<file path="src/rtl/serial_pattern_gen1101_pkg.sv">
// Shared definitions for the 1101 serial pattern generator and its detectors.
//   state_t      : generator FSM state encoding
//   PAT_W        : pattern length, shared with the detector bench
//   PATTERN_1101 : default transmitted pattern (sent MSB first)
package detector_pkg;

  typedef enum logic [1:0] {
    ST_IDLE,
    ST_GAP,
    ST_SEND,
    ST_DONE
  } state_t;

  localparam int unsigned PAT_W = 4;
  localparam logic [PAT_W-1:0] PATTERN_1101 = 4'b1101;

endpackage

</file>
<file path="src/rtl/serial_pattern_gen1101_if.sv">
// Control/data bundle between a controller and serial_pattern_gen1101.
//   start      : transmission request (controller -> generator)
//   gap        : zero bits before every pattern copy
//   repeat_cnt : number of pattern copies, 0 treated as 1
//   x          : serial data bit
//   busy       : transmission in progress
//   done       : one-cycle pulse after the last bit
//   bit_valid  : x carries a pattern bit
// The repeat count is named repeat_cnt because "repeat" is a reserved word.
interface serial_pattern_gen1101_if #(
  parameter int unsigned CNT_W = 4
);
  logic             start;
  logic [CNT_W-1:0] gap;
  logic [CNT_W-1:0] repeat_cnt;
  logic             x;
  logic             busy;
  logic             done;
  logic             bit_valid;

  modport master (
    output start, gap, repeat_cnt,
    input  x, busy, done, bit_valid
  );

  modport slave (
    input  start, gap, repeat_cnt,
    output x, busy, done, bit_valid
  );
endinterface

</file>
<file path="src/rtl/serial_pattern_gen1101_shifter.sv">
// serial_pattern_shifter: loadable PAT_W-bit shift register that presents the
// pattern MSB first, with a bit index and a last-bit flag.
//   clock, reset : rising-edge clock, asynchronous active-high reset
//   load         : reload PATTERN and clear the index (has priority over shift)
//   shift        : advance to the next bit
//   msb          : current bit to transmit
//   last         : current bit is bit PAT_W-1 of the frame
module serial_pattern_shifter #(
  parameter int unsigned           PAT_W   = detector_pkg::PAT_W,
  parameter logic [PAT_W-1:0]      PATTERN = detector_pkg::PATTERN_1101
) (
  input  logic clock,
  input  logic reset,
  input  logic load,
  input  logic shift,
  output logic msb,
  output logic last
);

  localparam int unsigned IDX_W = (PAT_W > 1) ? $clog2(PAT_W) : 1;

  logic [PAT_W-1:0] sr;
  logic [IDX_W-1:0] idx;

  always_ff @(posedge clock or posedge reset) begin
    if (reset) begin
      sr  <= '0;
      idx <= '0;
    end else if (load) begin
      sr  <= PATTERN;
      idx <= '0;
    end else if (shift) begin
      sr  <= sr << 1;
      idx <= idx + 1'b1;
    end
  end

  assign msb  = sr[PAT_W-1];
  assign last = (idx == IDX_W'(PAT_W - 1));

endmodule

</file>
<file path="src/rtl/serial_pattern_gen1101.sv">
// serial_pattern_gen1101: transmits PATTERN MSB first on a single-bit line,
// each copy preceded by a run of gap zeros, repeated a programmable number of
// times, with busy/done handshake. Outputs decode registered state only.
//   clock : rising-edge system clock
//   reset : asynchronous active-high reset, aborts transmission without done
//   bus   : slave side of serial_pattern_gen1101_if (start/gap/repeat_cnt in,
//           x/busy/done/bit_valid out)
module serial_pattern_gen1101
  import detector_pkg::*;
#(
  parameter int unsigned      PAT_W   = detector_pkg::PAT_W,
  parameter logic [PAT_W-1:0] PATTERN = detector_pkg::PATTERN_1101,
  parameter int unsigned      CNT_W   = 4
) (
  input logic                      clock,
  input logic                      reset,
  serial_pattern_gen1101_if.slave  bus
);

  state_t           state, state_nxt;
  logic [CNT_W-1:0] gap_q;
  logic [CNT_W-1:0] gap_cnt;
  logic [CNT_W-1:0] rep_q;
  logic             load, shift, msb, last;

  serial_pattern_shifter #(
    .PAT_W   (PAT_W),
    .PATTERN (PATTERN)
  ) u_shifter (
    .clock (clock),
    .reset (reset),
    .load  (load),
    .shift (shift),
    .msb   (msb),
    .last  (last)
  );

  always_ff @(posedge clock or posedge reset) begin
    if (reset) state <= ST_IDLE;
    else       state <= state_nxt;
  end

  always_comb begin
    state_nxt = state;
    unique case (state)
      ST_IDLE: if (bus.start) state_nxt = (bus.gap != '0) ? ST_GAP : ST_SEND;
      ST_GAP:  if (gap_cnt == CNT_W'(1)) state_nxt = ST_SEND;
      ST_SEND: begin
        if (last) begin
          if (rep_q == CNT_W'(1))  state_nxt = ST_DONE;
          else if (gap_q != '0)    state_nxt = ST_GAP;
          else                     state_nxt = ST_SEND;
        end
      end
      ST_DONE: state_nxt = ST_IDLE;
      default: state_nxt = ST_IDLE;
    endcase
  end

  // Reload on every SEND entry, including SEND->SEND for back-to-back frames.
  assign load  = (state_nxt == ST_SEND) && ((state != ST_SEND) || last);
  assign shift = (state == ST_SEND);

  // gap_cnt counts down the remaining zeros of the current gap; GAP exits
  // when it reads 1, so a gap of N occupies exactly N cycles without wrap.
  always_ff @(posedge clock or posedge reset) begin
    if (reset) begin
      gap_q   <= '0;
      gap_cnt <= '0;
      rep_q   <= '0;
    end else begin
      unique case (state)
        ST_IDLE: begin
          if (bus.start) begin
            gap_q   <= bus.gap;
            gap_cnt <= bus.gap;
            rep_q   <= (bus.repeat_cnt == '0) ? CNT_W'(1) : bus.repeat_cnt;
          end
        end
        ST_GAP:  gap_cnt <= gap_cnt - 1'b1;
        ST_SEND: begin
          if (last) begin
            rep_q   <= rep_q - 1'b1;
            gap_cnt <= gap_q;
          end
        end
        default: ;
      endcase
    end
  end

  always_comb begin
    bus.x         = 1'b0;
    bus.busy      = 1'b0;
    bus.done      = 1'b0;
    bus.bit_valid = 1'b0;
    unique case (state)
      ST_GAP:  bus.busy = 1'b1;
      ST_SEND: begin
        bus.x         = msb;
        bus.busy      = 1'b1;
        bus.bit_valid = 1'b1;
      end
      ST_DONE: bus.done = 1'b1;
      default: ;
    endcase
  end

endmodule
</file>
<file path="src/flat_wrapper.sv">
// flat-port wrapper written by rule: the top's interface ports become plain ports
module serial_pattern_gen1101_flat import detector_pkg::*;
#(
  parameter int unsigned      PAT_W   = detector_pkg::PAT_W,
  parameter logic [PAT_W-1:0] PATTERN = detector_pkg::PATTERN_1101,
  parameter int unsigned      CNT_W   = 4
)
  (clock, reset, bus_start, bus_gap, bus_repeat_cnt, bus_x, bus_busy, bus_done, bus_bit_valid);
  serial_pattern_gen1101_if #(.CNT_W(CNT_W)) bus_i ();
  input logic clock;
  input logic reset;
  input wire logic [$bits(bus_i.start)-1:0] bus_start;
  input wire logic [$bits(bus_i.gap)-1:0] bus_gap;
  input wire logic [$bits(bus_i.repeat_cnt)-1:0] bus_repeat_cnt;
  output wire logic [$bits(bus_i.x)-1:0] bus_x;
  output wire logic [$bits(bus_i.busy)-1:0] bus_busy;
  output wire logic [$bits(bus_i.done)-1:0] bus_done;
  output wire logic [$bits(bus_i.bit_valid)-1:0] bus_bit_valid;
  assign bus_i.start = bus_start;
  assign bus_i.gap = bus_gap;
  assign bus_i.repeat_cnt = bus_repeat_cnt;
  assign bus_x = bus_i.x;
  assign bus_busy = bus_i.busy;
  assign bus_done = bus_i.done;
  assign bus_bit_valid = bus_i.bit_valid;
  serial_pattern_gen1101 #(.PAT_W(PAT_W), .PATTERN(PATTERN), .CNT_W(CNT_W)) u_core (.clock(clock), .reset(reset), .bus(bus_i));
endmodule
</file>
<file path="config.mk">
export PLATFORM = sky130hd
export DESIGN_NAME = serial_pattern_gen1101_flat
export DESIGN_NICKNAME = d
export VERILOG_FILES = /design/src/rtl/serial_pattern_gen1101_pkg.sv /design/src/rtl/serial_pattern_gen1101_if.sv /design/src/rtl/serial_pattern_gen1101_shifter.sv /design/src/rtl/serial_pattern_gen1101.sv /design/src/flat_wrapper.sv
export SDC_FILE = /design/constraint.sdc
export NUM_CORES = 1
export LEC_CHECK = 0
export BUFFER_PORTS_ARGS = -buffer_cell sky130_fd_sc_hd__buf_2
export CAP_MARGIN = 25
export CELL_PAD_IN_SITES_DETAIL_PLACEMENT = 0
export CELL_PAD_IN_SITES_GLOBAL_PLACEMENT = 2
export CORE_MARGIN = 4
export CORE_UTILIZATION = 38
export CTS_CLUSTER_DIAMETER = 40
export CTS_CLUSTER_SIZE = 12
export DETAILED_ROUTE_END_ITERATION = 16
export GPL_ROUTABILITY_DRIVEN = 0
export GPL_TIMING_DRIVEN = 0
export HOLD_SLACK_MARGIN = 0.05
export PLACE_DENSITY = 0.8
export REMOVE_ABC_BUFFERS = 1
export SYNTH_ARGS = -nofsm -noshare
export SYNTH_HDL_FRONTEND = slang
export SYNTH_SLANG_ARGS = --single-unit
</file>
<file path="constraint.sdc">
create_clock -name clock -period 3.75 [get_ports clock]
set_input_delay 0.375 -clock clock [delete_from_list [all_inputs] [get_ports clock]]
set_output_delay 0.375 -clock clock [all_outputs]
set_load 0.02 [all_outputs]
</file>
* After elaboration in Yosys (flattened, before gate mapping)
Cells that the tools add are included.
Word-level totals: flip-flop bits (word level) 20, word-level logic and storage cells 54
Operators by class: add/sub/neg operators 3, equality and inequality tests 10, multiplexer cells 22, reduce and logical (&&, ||, !) cells 13
Operator list (count):
- $mux W4 | 7
- $mux W2 | 8
- $pmux W4 S3 | 1
- $eq A2 B2 Y1 const B | 4
- $eq A4 B1 Y1 const B | 2
- $pmux W2 S4 | 1
- $pmux W4 S2 | 1
- $reduce_bool A4 Y1 | 2
- $sub A4 B1 Y4 const B | 2
- $ne A2 B2 Y1 const B | 3
- $reduce_and A3 Y1 | 2
- $logic_not A4 Y1 | 1
- $mux W1 | 4
- $reduce_bool A2 Y1 | 2
- $reduce_bool A3 Y1 | 1
- $add A2 B1 Y2 const B | 1
- $eq A2 B1 Y1 const B | 1
- $logic_not A2 Y1 | 1
- $reduce_and A2 Y1 | 1
- $reduce_or A2 Y1 | 1
- $logic_and A1 B1 Y1 | 1
- $logic_or A1 B1 Y1 | 1

* Longest topological paths before layout
Gate-level depths: netlist of run 1.
word-level depth 8, mapped depth 9

* By module
From an unflattened synthesis of run 1, not the netlist that was laid out.
Unflattened totals: cell total of the unflattened synthesis 126, area total of the unflattened synthesis 1224.9 um^2
Modules (own cells, without submodules):
- serial_pattern_gen1101 | times used 1, cells each 105, area an instance 965.9 um^2, sequential area each 350.3 um^2
- serial_pattern_shifter | times used 1, cells each 21, area an instance 259.0 um^2, sequential area each 150.1 um^2

* Worst setup path before layout of run 1
OpenSTA, ideal clock, no wires.
path kind register to register, start register u_core.state[0], end register u_core.u_shifter.sr[1], setup time 0.134 ns, arrival time 1.981 ns, data required time 3.616 ns, slack 1.635 ns, stages on the path, launching flop included 10, cells stage by stage dfrtp_1 inv_1 ha_1 buf_4 nand2b_1 a311o_1 and3_4 buf_6 nor3_4 o32ai_1
Between the ends: longest elaborated chain between the ends 5
Ends and longest elaborated chain:
- start, declared | line serial_pattern_gen1101.sv:20 | state_t state, state_nxt;
- start signal, assigned | line serial_pattern_gen1101.sv:40 | else state <= state_nxt;
- $eq A2 B2 Y1, or another cell as far along | line serial_pattern_gen1101.sv:45 | unique case (state)
- $pmux W2 S4 | line serial_pattern_gen1101.sv:45
- $eq A2 B2 Y1 | line serial_pattern_gen1101.sv:61 | assign load = (state_nxt == ST_SEND) && ((state != ST_SEND) || last);
- $logic_and A1 B1 Y1 | line serial_pattern_gen1101.sv:61
- $mux W4 / $reduce_bool A2 Y1 (equally long branches)
- end signal, assigned | line serial_pattern_gen1101_shifter.sv:33 | sr <= sr << 1;
- end, declared | line serial_pattern_gen1101_shifter.sv:22 | logic [PAT_W-1:0] sr;
Parallel ways exist; a longest one is shown, timed or not. A chain may end at the register's enable or synchronous reset.

* Final worst setup path of run 1
start register u_core.state[0], end register u_core.u_shifter.idx[1]
Between the ends: longest elaborated chain between the ends 5
Ends and longest elaborated chain:
- $eq A2 B2 Y1, or another cell as far along | line serial_pattern_gen1101.sv:45
- $pmux W2 S4 | line serial_pattern_gen1101.sv:45
- $eq A2 B2 Y1 | line serial_pattern_gen1101.sv:61
- $logic_and A1 B1 Y1 | line serial_pattern_gen1101.sv:61
- $mux W2 / $reduce_bool A2 Y1 (equally long branches)
- end signal, assigned | line serial_pattern_gen1101_shifter.sv:34 | idx <= idx + 1'b1;
- end, declared | line serial_pattern_gen1101_shifter.sv:23 | logic [IDX_W-1:0] idx;
Parallel ways exist; a longest one is shown, timed or not.

==> metrics.csv, run 1 <==
stage;metric;value;unit
finish;layout.cells.non_filler;185;
clocking;numCtsBuffers;3;
logic_synthesis;synth_seq_cells;20;
clocking;worstSkewPairLatency;300;ps
critical_path;worst-endpoint-required;3910;ps
routing;detail_route.wirelength;2.415;mm
critical_path;cp-start-kind;flip-flop;
critical_path;worstSetupEndpointType;flip-flop;
floorplan;site_row_count;20;
power;vdd_drop_max;0.0003372;V
grt;grt_use_total;12.37;%
grt;grt_start_max_net_pins;21;
logic_synthesis;synth_area_leader_cell;sky130_fd_sc_hd__dfrtp_1;
power;p_seq_share;33.7;%
power;power-per-cell-area;888.0;nW/um2
critical_path;worst-path-max-fanout;20;
logic_synthesis;synth_seq_area_share;40.53;%
grt;grt_pass1_vias;942;
grt;wire_length_of_the_first_global_routing_pass;4.119;mm
timing;timing.max_slew.rel_slack;49.09;%
placed_design;dpl_cell_area;1330;um2
clocking;clk_pin_slew;110;ps
timing;tightestPinTransition;762.7;ps
clocking;cts_sinks;20;
finish;layout.nets;162;
placed_design;numPortBuffers;14;
placed_design;detailedPlacementHpwl;1.853;mm
clocking;tritoncts;yes;
grt;antenna_found_initial;0;
routing;vias;941;
floorplan;io_pins;15;
routing;detail_route.wirelength.met1;1.208;mm
logic_synthesis;synthesis.area_per_instance;9.648;um2
routing;drc;0;
power;power.internal;0.6851;mW
timing;setup_tns;0;ps
floorplan;die_width;65.01;um
clocking;clock_tree.root_cell;sky130_fd_sc_hd__clkbuf_4;
logic_synthesis;synth_top_flop_cell;sky130_fd_sc_hd__dfrtp_1;
run_status;status;finished clean;
power;switching_power;0.5282;mW
clocking;cts_buffer_depth;2;
logic_synthesis;synthDominantCellAreaShare;40.53;%
routing;detailedRoute.firstIterationViolations;30;
routing;route.met3.wl;90;um
finish;final_util;44.39;%
finish;area_delta_synth_final;10.64;%
timing;timing_max_transition_violations_final;0;
routing;wl_met2;1.101;mm
critical_path;critical_path_arrival;2640;ps
power;power_frac_comb;56.0;%
run;max_cap_viol_count;0;
logic_synthesis;synthesis.yosys.warnings;0;
logic_synthesis;post_synth_most_frequent_cells;sky130_fd_sc_hd__dfrtp_1, sky130_fd_sc_hd__inv_1, sky130_fd_sc_hd__ha_1;
routing;antenna_left;0;
routing;avgViaCountPerCell;5.086;
finish;drive_above_1_share;21.28;%
floorplan;die_height;65.01;um
critical_path;critical_path_class;reg -> reg;
timing;rsz0062_at_grt;no;
floorplan;core_area;3078;um2
clocking;post_cts_hold_buffer_count;0;
timing;final_hold_viol_count;0;
power;leakage_component_of_the_power;0.6133;nW
power;netSwitchingFraction;43.53;%
clocking;cts.htree.levels;1;
floorplan;initial_utilization;40.12;%
logic_synthesis;netlist_instances;128;
power;clock_power_share;10.3;%
routing;drt_first_pass_iters;4;
logic_synthesis;synth_enable_flop_cells;0;
routing;route.detailed.wl_per_inst;13.05;um
logic_synthesis;netlist-cell-type-count;43;
logic_synthesis;postSynth.asyncResetShare;100.0;%
timing;fin_worst_skew;1.362;ps
routing;uppermost_layer_routed;met4;
worst_hold_path;hold_path_class;in -> async;
timing;period_share;66.20;%
grt;grt_overflow_total;0;
timing;fin_crit;2483;ps
logic_synthesis;yosysMostFrequentCell;sky130_fd_sc_hd__dfrtp_1;
clocking;postCtsSetupBuffers;0;
logic_synthesis;mappedNetlistArea;1235;um2
timing;setup_violations;0;
placed_design;placed_cells;181;
clocking;cts_resized;0;
finish;finish.instance_area;1366;um2
floorplan;dieArea;4226;um2
finish;antennaDiodeCount;0;
logic_synthesis;synth.area.top_cells;sky130_fd_sc_hd__dfrtp_1, sky130_fd_sc_hd__ha_1, sky130_fd_sc_hd__mux2_2, sky130_fd_sc_hd__inv_1, sky130_fd_sc_hd__o21ai_0;
timing;fmax;0.4028;GHz
==> power groups by stage <==
stage | logic [mW] | clock network, mW | registers, mW
after floorplan | 0.547 | 0 | 0.390
after global placement | 0.668 | 0 | 0.409
after detailed placement | 0.680 | 0 | 0.416
after CTS | 0.684 | 0.134 | 0.411
after global routing | 0.765 | 0.142 | 0.425
final | 0.680 | 0.125 | 0.408
==> state kept, by name (all words and copies together), names as in the netlist <==
name                  cells
u_core.gap_cnt            4
u_core.state              2
u_core.u_shifter.sr       4
u_core.u_shifter.idx      2
u_core.gap_q              4
u_core.rep_q              4
==> layer usage <==
| metal | up-vias | track usage, % |
|---|---|---|
| li1 | 483 | - |
| met1 | 444 | 15.72 |
| met2 | 12 | 20.82 |
| met3 | 2 | 2.080 |
| met4 | 0 | 4.749 |
| met5 | - | 0 |
==> area by class of cell <==
cell class | instances | area, um2
well taps | 44 | 55.05
inverters | 14 | 52.55
flip-flops and latches | 20 | 500.5
repair buffers | 14 | 70.07
fillers | 319 | 1712
clock buffers | 4 | 36.28
multi-input cells | 89 | 651.9
==> cell usage in the layout (no fill, tap or decap), types with 3 or more instances in the layout <==
cell and instances:
sky130_fd_sc_hd__clkbuf_4 3, sky130_fd_sc_hd__o21ai_0 7, sky130_fd_sc_hd__a21oi_1 5, sky130_fd_sc_hd__nor3_1 4, sky130_fd_sc_hd__dfrtp_1 20, sky130_fd_sc_hd__mux2_2 5
sky130_fd_sc_hd__a211oi_1 3, sky130_fd_sc_hd__inv_1 13, sky130_fd_sc_hd__nor2_1 8, sky130_fd_sc_hd__o211ai_1 3, sky130_fd_sc_hd__nand2b_1 3, sky130_fd_sc_hd__ha_1 9
sky130_fd_sc_hd__o22ai_1 3, sky130_fd_sc_hd__nand2_1 7, sky130_fd_sc_hd__buf_2 14
==> metrics by stage <==
stage	total power, mW	worst slack (ps)	hold slack, ps
2_1_floorplan	0.9374	1517	338.8
3_3_place_gp	1.077	1309	474.1
3_5_place_dp	1.096	1297	488.7
4_1_cts	1.228	1277	217.2
5_1_grt	1.333	1107	248.0
6_report	1.213	1267	193.4
==> cells by family after synthesis <==
family          share of synthesized area, %
simple gates                           15.30
buf+inv                                6.687
xor+xnor                               1.419
flops                                  40.53
mux                                    4.559
compound gates                         22.39
fa+ha+maj                              9.119
==> critical path: stages (launching register included) <==
cell,delay [ps]
sky130_fd_sc_hd__dfrtp_1,450
sky130_fd_sc_hd__inv_1,110
sky130_fd_sc_hd__ha_1,620
sky130_fd_sc_hd__nand2b_1,190
sky130_fd_sc_hd__a311o_1,350
sky130_fd_sc_hd__and3_4,210
sky130_fd_sc_hd__nor3_4,300
sky130_fd_sc_hd__o22ai_1,110
==> worst paths after layout <==
check | slack (ps) | cells after the start | to | startpoint
max in group asynchronous | 3080 | 2 | u_core.rep_q[1] | reset
max | 1270 | 7 | u_core.u_shifter.idx[1] | u_core.state[0]
max reg2reg | 1270 | 7 | u_core.u_shifter.idx[1] | u_core.state[0]
min reg2reg | 510 | 1 | u_core.u_shifter.sr[3] | u_core.u_shifter.sr[3]
min in group clock | 330 | 2 | u_core.gap_q[2] | bus_gap[2]
min | 190 | 2 | u_core.gap_q[3] | reset
Power figures use the tool's default switching activity.
==> run 2: changes to the inputs <==
--- a/config.mk
+++ b/config.mk
@@ -5,19 +5,20 @@
 export SDC_FILE = /design/constraint.sdc
 export NUM_CORES = 1
 export LEC_CHECK = 0
+export ABC_AREA = 1
 export BUFFER_PORTS_ARGS = -buffer_cell sky130_fd_sc_hd__buf_2
 export CAP_MARGIN = 25
 export CELL_PAD_IN_SITES_DETAIL_PLACEMENT = 0
 export CELL_PAD_IN_SITES_GLOBAL_PLACEMENT = 2
 export CORE_MARGIN = 4
-export CORE_UTILIZATION = 38
+export CORE_UTILIZATION = 33
 export CTS_CLUSTER_DIAMETER = 40
 export CTS_CLUSTER_SIZE = 12
 export DETAILED_ROUTE_END_ITERATION = 16
 export GPL_ROUTABILITY_DRIVEN = 0
 export GPL_TIMING_DRIVEN = 0
 export HOLD_SLACK_MARGIN = 0.05
-export PLACE_DENSITY = 0.8
+export PLACE_DENSITY = 0.75
 export REMOVE_ABC_BUFFERS = 1
 export SYNTH_ARGS = -nofsm -noshare
 export SYNTH_HDL_FRONTEND = slang
==> constraint.sdc (replaced) <==
create_clock -name clock -period 2.4 [get_ports clock]
set_input_delay 0.24 -clock clock [delete_from_list [all_inputs] [get_ports clock]]
set_output_delay 0.24 -clock clock [all_outputs]
set_load 0.02 [all_outputs]
==> metrics.csv, run 2 <==
stage;metric;value;unit
run_status;status;finished clean;
finish;finish.instance_area;1385;um2
finish;layout.cells.most_common;sky130_fd_sc_hd__nand2_1;
grt;grt_pass1_vias;1036;
logic_synthesis;synth_seq_cells;20;
timing;timing.max_slew.rel_slack;45.77;%
finish;antennaDiodeCount;0;
critical_path;crit-reg2reg-capture;u_core.u_shifter.idx[1];
placed_design;detailedPlacementHpwl;2.046;mm
logic_synthesis;synth_area_leader_cell;sky130_fd_sc_hd__dfrtp_1;
grt;grt_start_max_net_pins;22;
clocking;tritoncts;yes;
routing;vias;1010;
critical_path;worst-path-max-fanout;21;
logic_synthesis;netlist_instances;156;
power;leakage_component_of_the_power;0.7055;nW
logic_synthesis;postSynth.asyncResetShare;100.0;%
routing;avgViaCountPerCell;4.654;
logic_synthesis;synthDominantCellAreaShare;40.69;%
timing;rsz0062_at_grt;no;
power;power-per-cell-area;1384;nW/um2
floorplan;core_area;3468;um2
logic_synthesis;synthesis.area_per_instance;7.884;um2
power;switching_power;0.9081;mW
finish;commonest_non_fill_non_tap_cells_in_the_layout;sky130_fd_sc_hd__nand2_1, sky130_fd_sc_hd__inv_1, sky130_fd_sc_hd__o21ai_0;
logic_synthesis;yosysMostFrequentCell;sky130_fd_sc_hd__nand2_1;
logic_synthesis;synth_top_flop_cell;sky130_fd_sc_hd__dfrtp_1;
worst_hold_path;hold_path_class;in -> async;
timing;setup_tns;0;ps
clocking;clk_pin_slew;70;ps
critical_path;worst_r2r_startpoint;u_core.state[0];
clocking;cts.htree.levels;1;
floorplan;die_width;69.05;um
logic_synthesis;synth_enable_flop_cells;0;
floorplan;dieArea;4768;um2
critical_path;critical_path_class;reg -> reg;
clocking;post_cts_hold_buffer_count;0;
grt;wire_length_of_the_first_global_routing_pass;4.685;mm
routing;detailedRoute.firstIterationViolations;64;
power;power.internal;1.008;mW
routing;detail_route.wirelength;2.689;mm
floorplan;io_pins;15;
finish;multi_input_area;625.6;um2
grt;grt_overflow_total;0;
logic_synthesis;netlist-cell-type-count;24;
timing;tightestPinTransition;812.5;ps
timing;final_hold_viol_count;0;
clocking;postCtsSetupBuffers;0;
finish;storage_cell_area;500.5;um2
power;netSwitchingFraction;47.39;%
routing;antenna_left;0;
finish;drive_above_1_share;14.62;%
timing;setup_violations;0;
power;clock_power_share;11.8;%
grt;grt_use_total;11.99;%
floorplan;site_row_count;21;
finish;fill_cells;386;
timing;fin_worst_skew;2.178;ps
floorplan;initial_utilization;35.46;%
routing;drt_first_pass_iters;4;
finish;layout.nets;193;
power;power_frac_comb;56.3;%
clocking;numCtsBuffers;3;
clocking;cts_resized;0;
logic_synthesis;synth_seq_area_share;40.69;%
critical_path;worstSetupEndpointType;flip-flop;
logic_synthesis;synth.area.top_cells;sky130_fd_sc_hd__dfrtp_1, sky130_fd_sc_hd__nand2_1, sky130_fd_sc_hd__ha_1, sky130_fd_sc_hd__o21ai_0, sky130_fd_sc_hd__inv_1;
critical_path;cp-start-kind;flip-flop;
clocking;worstSkewPairLatency;260;ps
run;max_cap_viol_count;0;
critical_path;reg2reg_depth;11;
floorplan;die_height;69.05;um
clocking;clock_tree.root_cell;sky130_fd_sc_hd__clkbuf_8;
critical_path;r2r_setup_slack;380;ps
timing;timing_max_transition_violations_final;0;
critical_path;critical_path_arrival;2170;ps
finish;area_delta_synth_final;12.61;%
power;p_seq_share;32.0;%
placed_design;dpl_cell_area;1341;um2
critical_path;worst-endpoint-required;2550;ps
logic_synthesis;synthesis.yosys.warnings;0;
routing;route.detailed.wl_per_inst;12.39;um
clocking;cts_sinks;20;
power;vdd_drop_max;0.0005985;V
logic_synthesis;mappedNetlistArea;1230;um2
logic_synthesis;post_synth_most_frequent_cells;sky130_fd_sc_hd__nand2_1, sky130_fd_sc_hd__inv_1, sky130_fd_sc_hd__o21ai_0;
timing;fmax;0.4955;GHz
clocking;cts_buffer_depth;2;
timing;fin_crit;2018;ps
placed_design;numPortBuffers;14;
timing;period_share;84.09;%
routing;drc;0;
grt;antenna_found_initial;0;
## run 2: per-layer routing
metal / part of all wire [%] / vias to the layer above / global-route usage (%) / routed length, um
met5: 0 / - / 0 / 0
met4: 0.48 / 0 / 1.302 / 13
met3: 3.0 / 2 / 3.779 / 80
met2: 45 / 11 / 19.81 / 1208
met1: 52 / 461 / 15.83 / 1386
li1: - / 536 / - / -
## run 2: how the worst max path moves through the flow
stage	slack, ps	to	startpoint	cells after the start
final	380	u_core.u_shifter.idx[1]	u_core.state[0]	11
after global routing	180	u_core.u_shifter.idx[1]	u_core.state[0]	11
after CTS	20	u_core.u_shifter.idx[1]	u_core.state[0]	11
after detailed placement	40	u_core.u_shifter.idx[1]	u_core.state[0]	11
after global placement	60	u_core.u_shifter.sr[1]	u_core.state[0]	11
after floorplan	340	u_core.u_shifter.sr[1]	u_core.state[0]	11
## run 2: layout make-up
class	instances	area share (%)
clock buffer	3	2.981
inverter	24	6.504
multi-input combinational	110	45.17
sequential	20	36.13
tap	46	4.155
timing repair buffer	14	5.059
## run 2: per-stage QoR
step	utilization [%]	setup WS [ps]	total power, mW	cells	hold slack [ps]
detailed placement	38.67	40.84	1.702	214	456.9
CTS	39.86	18.66	1.940	217	173.6
floorplan	-	340.2	1.437	154	203.8
global route	39.94	183.7	2.127	217	194.5
global placement	38.67	60.84	1.680	214	432.4
finish	39.94	381.8	1.916	217	127.8
## run 2: cells by family (layout without fill, tap and decap cells)
| family | after synthesis | in the layout | synth area share, % |
|---|---|---|---|
| AND/OR/NAND/NOR | 61 | 61 | 21.57 |
| flip-flops | 20 | 20 | 40.69 |
| adder cells (fa/ha/maj) | 9 | 9 | 9.156 |
| multiplexers | 2 | 2 | 1.628 |
| XOR/XNOR | 2 | 2 | 1.424 |
| buffers and inverters | 26 | 41 | 8.647 |
| AO/OA/AOI/OAI | 36 | 36 | 16.89 |
## run 2: power groups by stage
stage          logic (mW)  clock network [mW]  registers (mW)
2_1_floorplan       0.843                   0           0.594
3_3_place_gp         1.06                   0           0.617
3_5_place_dp         1.08                   0           0.619
4_1_cts              1.09               0.236           0.613
5_1_grt              1.24               0.249           0.633
6_report             1.08               0.225           0.613
## run 2: critical path, cell delays in order, from the launching register on
cell and delay, ps:
sky130_fd_sc_hd__dfrtp_1 410, sky130_fd_sc_hd__inv_1 120, sky130_fd_sc_hd__ha_2 510, sky130_fd_sc_hd__inv_1 210, sky130_fd_sc_hd__a21oi_1 160, sky130_fd_sc_hd__nand2_1 70
sky130_fd_sc_hd__nand2_1 60, sky130_fd_sc_hd__nand2_1 50, sky130_fd_sc_hd__nand2_2 70, sky130_fd_sc_hd__nand2_2 50, sky130_fd_sc_hd__nor2_2 140, sky130_fd_sc_hd__nor2_1 60
